### src/rtl/verificador_gray_pkg.sv
// Shared definitions for the Gray-link checker: FSM encoding and default sizes.
package verificador_gray_pkg;

   localparam int WIDTH_DEF      = 5;
   localparam int LOCK_COUNT_DEF = 4;
   localparam int ERR_W_DEF      = 8;

   typedef enum logic [1:0] {
      ESPERA       = 2'd0,
      ADQUIRIENDO  = 2'd1,
      SINCRONIZADO = 2'd2
   } estado_t;

endpackage

### src/rtl/verificador_gray_gray_a_binario.sv
// Combinational Gray-to-binary converter: each binary bit is the XOR of all Gray bits at or above it.
module gray_a_binario #(
   parameter int WIDTH = 5
) (
   input  logic [WIDTH-1:0] i_gray,
   output logic [WIDTH-1:0] o_bin
);

   always_comb begin
      o_bin = i_gray;
      for (int i = WIDTH - 2; i >= 0; i--) begin
         o_bin[i] = o_bin[i+1] ^ i_gray[i];
      end
   end

endmodule

### src/rtl/verificador_gray.sv
// Receiver side of the Gray-counter link: converts each enabled sample to binary and
// checks it is the previous accepted value plus one, reporting lock and sequence breaks.
//
// state        | meaning
// ESPERA       | no reference yet; next enabled sample becomes the reference
// ADQUIRIENDO  | counting consecutive correct increments toward lock
// SINCRONIZADO | locked; a break pulses error and drops back to ADQUIRIENDO
module verificador_gray
   import verificador_gray_pkg::*;
#(
   parameter int WIDTH      = WIDTH_DEF,
   parameter int LOCK_COUNT = LOCK_COUNT_DEF,
   parameter int ERR_W      = ERR_W_DEF
) (
   input  logic             clk,
   input  logic             reset_L,
   input  logic             enable,
   input  logic [WIDTH-1:0] gray_in,
   output logic [WIDTH-1:0] bin_out,
   output logic             bin_valid,
   output logic             sync,
   output logic             error,
   output logic [ERR_W-1:0] err_count
);

   localparam int CW = $clog2(LOCK_COUNT + 1);
   localparam logic [CW-1:0] LOCK_LAST = CW'(LOCK_COUNT - 1);

   estado_t          r_state;
   logic [WIDTH-1:0] r_ref;
   logic [CW-1:0]    r_match_cnt;
   logic [WIDTH-1:0] r_bin_out;
   logic             r_bin_valid;
   logic             r_sync;
   logic             r_error;
   logic [ERR_W-1:0] r_err_count;

   logic [WIDTH-1:0] w_bin;
   logic [WIDTH-1:0] w_exp;
   logic             w_match;

   gray_a_binario #(.WIDTH(WIDTH)) u_gray_a_binario (
      .i_gray (gray_in),
      .o_bin  (w_bin)
   );

   // Truncation makes the all-ones reference expect zero, so wrap-around is legal.
   assign w_exp   = r_ref + WIDTH'(1);
   assign w_match = (w_bin == w_exp);

   always_ff @(posedge clk or negedge reset_L) begin
      if (!reset_L) begin
         r_state     <= ESPERA;
         r_ref       <= '0;
         r_match_cnt <= '0;
         r_bin_out   <= '0;
         r_bin_valid <= 1'b0;
         r_sync      <= 1'b0;
         r_error     <= 1'b0;
         r_err_count <= '0;
      end else begin
         r_bin_valid <= 1'b0;
         r_error     <= 1'b0;
         if (enable) begin
            r_bin_out   <= w_bin;
            r_bin_valid <= 1'b1;
            r_ref       <= w_bin;
            case (r_state)
               ESPERA: begin
                  r_match_cnt <= '0;
                  r_state     <= ADQUIRIENDO;
               end
               ADQUIRIENDO: begin
                  if (w_match) begin
                     r_match_cnt <= r_match_cnt + CW'(1);
                     if (r_match_cnt == LOCK_LAST) begin
                        r_state <= SINCRONIZADO;
                        r_sync  <= 1'b1;
                     end
                  end else begin
                     r_match_cnt <= '0;
                  end
               end
               SINCRONIZADO: begin
                  if (!w_match) begin
                     r_error     <= 1'b1;
                     r_sync      <= 1'b0;
                     r_match_cnt <= '0;
                     r_state     <= ADQUIRIENDO;
                     if (r_err_count != '1) begin
                        r_err_count <= r_err_count + ERR_W'(1);
                     end
                  end
               end
               default: begin
                  r_state     <= ESPERA;
                  r_sync      <= 1'b0;
                  r_match_cnt <= '0;
               end
            endcase
         end
      end
   end

   assign bin_out   = r_bin_out;
   assign bin_valid = r_bin_valid;
   assign sync      = r_sync;
   assign error     = r_error;
   assign err_count = r_err_count;

endmodule

### config.mk
export PLATFORM = sky130hd
export DESIGN_NAME = verificador_gray
export DESIGN_NICKNAME = d
export VERILOG_FILES = /design/src/rtl/verificador_gray_pkg.sv /design/src/rtl/verificador_gray_gray_a_binario.sv /design/src/rtl/verificador_gray.sv
export SDC_FILE = /design/constraint.sdc
export NUM_CORES = 1
export LEC_CHECK = 0
export CORE_ASPECT_RATIO = 0.7
export CORE_MARGIN = 10
export CORE_UTILIZATION = 53
export CTS_BUF_LIST = sky130_fd_sc_hd__clkbuf_8
export DETAILED_ROUTE_END_ITERATION = 8
export PLACE_DENSITY = 0.81
export SKIP_LAST_GASP = 1
export SLEW_MARGIN = 20
export SYNTH_ARGS = -nofsm -noshare
export SYNTH_HDL_FRONTEND = slang
export SYNTH_SLANG_ARGS = --single-unit
### constraint.sdc
create_clock -name clk -period 2.6 [get_ports clk]
set_input_delay 0.52 -clock clk [delete_from_list [all_inputs] [get_ports clk]]
set_output_delay 0.52 -clock clk [all_outputs]
set_load 0.02 [all_outputs]
==> results.toml <==
[worst_setup_path]
path_class = "in -> reg"
crit_path_start_kind = "input port"
reg2reg_slack_ns = 0.22
crit_arrival_ns = 2.64
timing.rr.end = "err_count[6]$_DFFE_PN0P_"
timing.rr.start = "bin_out[0]$_DFFE_PN0P_"
required_ns = 2.75
endpoint_kind = "flip-flop"
path_max_fanout = 6
ff2ff_path_depth = 7

[clock_network]
cts_resized = 0
clk_pin_slew_ns = 0.07
numCtsBuffers = 3
ctsHoldBuffers = 0
clk_latency_ns = 0.26
cts_tree = "done"
cts_sinks = 21
cts_root_buf = "clkbuf_8"
clockBufferDepth = 2
h-tree-depth = 1
post_cts_buffers = 0

[power]
netSwitchingFraction_pct = 30.93
pwr-share-comb_pct = 28.9
p_sw_w = 0.0002535
ir_drop_uv = 337.9
total_power_w = 0.0008195
p_seq_share_pct = 45.4
p_leak_nw = 0.6897
p_per_area_nw_per_um2 = 515.7
p_int_w = 0.0005660
pwr-share-clk_pct = 25.7

[routing]
drc_errors = 0
drtPass1Iterations = 4
ant_nets = 0
post_drt_wl_per_cell_microns = 14.93
viasPerCell = 5.591
via_count = 984
drt_iter0_drc = 63
drt_wl_total_microns = 2627

[sta]
slew_headroom_pct = 73.77
worst_pin_slew_ns = 0.3899
finalCriticalPeriod_ns = 2.487
hold_viol = 0
max_freq_ghz = 0.4021
rsz0062_at_grt = "false"
finalSetupViolCount = 0
final_max_slew_viol_count = 0
fin_crit_sh_pct = 95.65
fin_skew_ns = 0.002257
fin_tns_setup_ns = 0

[logic_synthesis]
synth_top_area_cell = "dfrtp_1"
syn_area_per_cell_sq_um = 11.08
synth-seq-area-share_pct = 42.73
yosys_register_bits = 21
ys.flop_type = "dfrtp_1"
synth_area_leaders = "dfrtp_1 43%, xor2_1 6.4%, xnor2_1 5.0%"
async_reset_ff_share_pct = 100.0
synth_edf_count = 0
syn_area_sq_um = 1230
synth_nets = 123
synth_cells = 111
synth_top_area_share_pct = 42.73
ys_warn_count = 0
ys_types = 37

[grt]
grtUsageMet2_pct = 21.14
top_usage_layer = "met2"
grt_overflow = 0
met1_usage_pct = 12.44
antenna_found_initial = 0
grt_use_met3_pct = 4.491
grt_pass1_wl_microns = 4416
grt_max_degree = 22
grt_pass1_vias = 990
grt_usage_pct = 11.57

[final_layout]
diodes = 0
final_common_cell = "clkdlybuf4s50_1"
n_fill_cell = 178
areaGrowthSynthToFinish_pct = 29.20
final_util_pct = 73.16
final_cell_mix = "23 x clkdlybuf4s50_1, 21 x dfrtp_1, 10 x nor2_1, 10 x buf_4, 9 x xor2_1"
drive_gt1_share_pct = 19.44
nNetsFinal = 157

[min_path]
hold_end = "r_match_cnt[1]$_DFFE_PN0P_"
hold_path_class = "reg -> reg"
min_from = "r_match_cnt[1]$_DFFE_PN0P_"
holdPathStages = 1

[placed_design]
gp_congestion = 0.8536
dpl.hpwl_microns = 2073
portBuffers = 23

[floorplanning]
coreArea_sq_um = 2172
dieArea_sq_um = 4678
initial_core_util_pct = 56.62
floorplan.rows = 14
die_h_microns = 60.31
die_x_microns = 77.58
io_pins = 24

[outcome]
status = "completed"

[job]
maxCapViolCount = 0
## area by class of cell
class / instances / area (sq um) / area share [%]
multi-input cells: 83 / 661.9 / 41.65
repair buffers: 33 / 305.3 / 19.21
clock inverters: 1 / 3.754 / 0.2362
clock buffers: 3 / 41.29 / 2.598
flip-flops and latches: 21 / 525.5 / 33.07
well taps: 32 / 40.04 / 2.520
inverters: 3 / 11.26 / 0.7087
## power groups by stage
stage / logic (W) / registers [W] / clock network [W]
floorplan: 0.000124 / 0.000395 / 0
global placement: 0.000229 / 0.000376 / 0
detailed placement: 0.000236 / 0.000379 / 0
CTS: 0.000237 / 0.000372 / 0.000210
global route: 0.000256 / 0.000376 / 0.000228
finish: 0.000237 / 0.000372 / 0.000211
## through the flow
| stage | hold WS, ns | std cells | setup slack, ns | area [sq um] |
|---|---|---|---|---|
| 6_report | 0.5006 | 176 | 0.1130 | 1589 |
| 5_1_grt | 0.5233 | 176 | 0.02090 | 1589 |
| 4_1_cts | 0.5047 | 176 | 0.1278 | 1589 |
| 3_5_place_dp | 0.4886 | 172 | -0.1472 | 1544 |
| 3_3_place_gp | 0.4829 | 172 | -0.05732 | 1544 |
| 2_1_floorplan | 0.2244 | 111 | 0.2549 | 1230 |
## cell families (layout without fill, tap and decap cells)
group           Yosys count  in the layout  share of synthesized area, %
compound gates           13             13                         8.240
xor+xnor                 17             17                         13.43
fa+ha+maj                 4              4                         4.069
buf+inv                   7             40                         3.458
flops                    21             21                         42.73
mux                       5              5                         5.188
simple gates             44             44                         22.89
## worst max-delay path by stage
stage,start,endpoint,slack (ns),cells past startpoint
after floorplan,bin_out[0]$_DFFE_PN0P_,err_count[6]$_DFFE_PN0P_,0.25,8
after global placement,gray_in[3],err_count[1]$_DFFE_PN0P_,-0.06,7
after detailed placement,gray_in[3],err_count[1]$_DFFE_PN0P_,-0.15,7
after CTS,gray_in[3],err_count[1]$_DFFE_PN0P_,0.13,7
after global routing,gray_in[3],err_count[1]$_DFFE_PN0P_,0.02,7
final,gray_in[3],err_count[1]$_DFFE_PN0P_,0.11,7
## sequential cells by signal, indices dropped and copies added (netlist names)
register / flops
bin_out: 5
sync: 1
r_match_cnt: 3
error: 1
err_count: 8
r_state: 2
bin_valid: 1
## worst max-delay path: stages
cell and delay [ns]:
clkdlybuf4s50_1 0.48, xor3_2 0.49, a2111oi_2 0.35, nand3b_1 0.19
o22a_2 0.24, nor3b_2 0.08, mux2_4 0.29
## Yosys cell counts (2+ instances only)
master and count:
dfrtp_1 21, nor2_1 10, xor2_1 9, nand3_1 8, xnor2_1 7, ha_1 4, nand2_1 4, inv_1 3
mux2_2 3, nand3b_1 3, nand4_1 3, nor2b_1 3, a21oi_1 2, a22o_1 2, buf_6 2, mux2_4 2
nand2b_1 2, nor4b_2 2, o21ai_0 2, or2_2 2
## routing by layer
layer / up-vias / share of wire, %
met5: - / 0
met4: 0 / 1.4
met3: 10 / 7.0
met2: 35 / 49
met1: 481 / 42
li1: 458 / -
No activity file was read; power rests on OpenSTA's default activity.
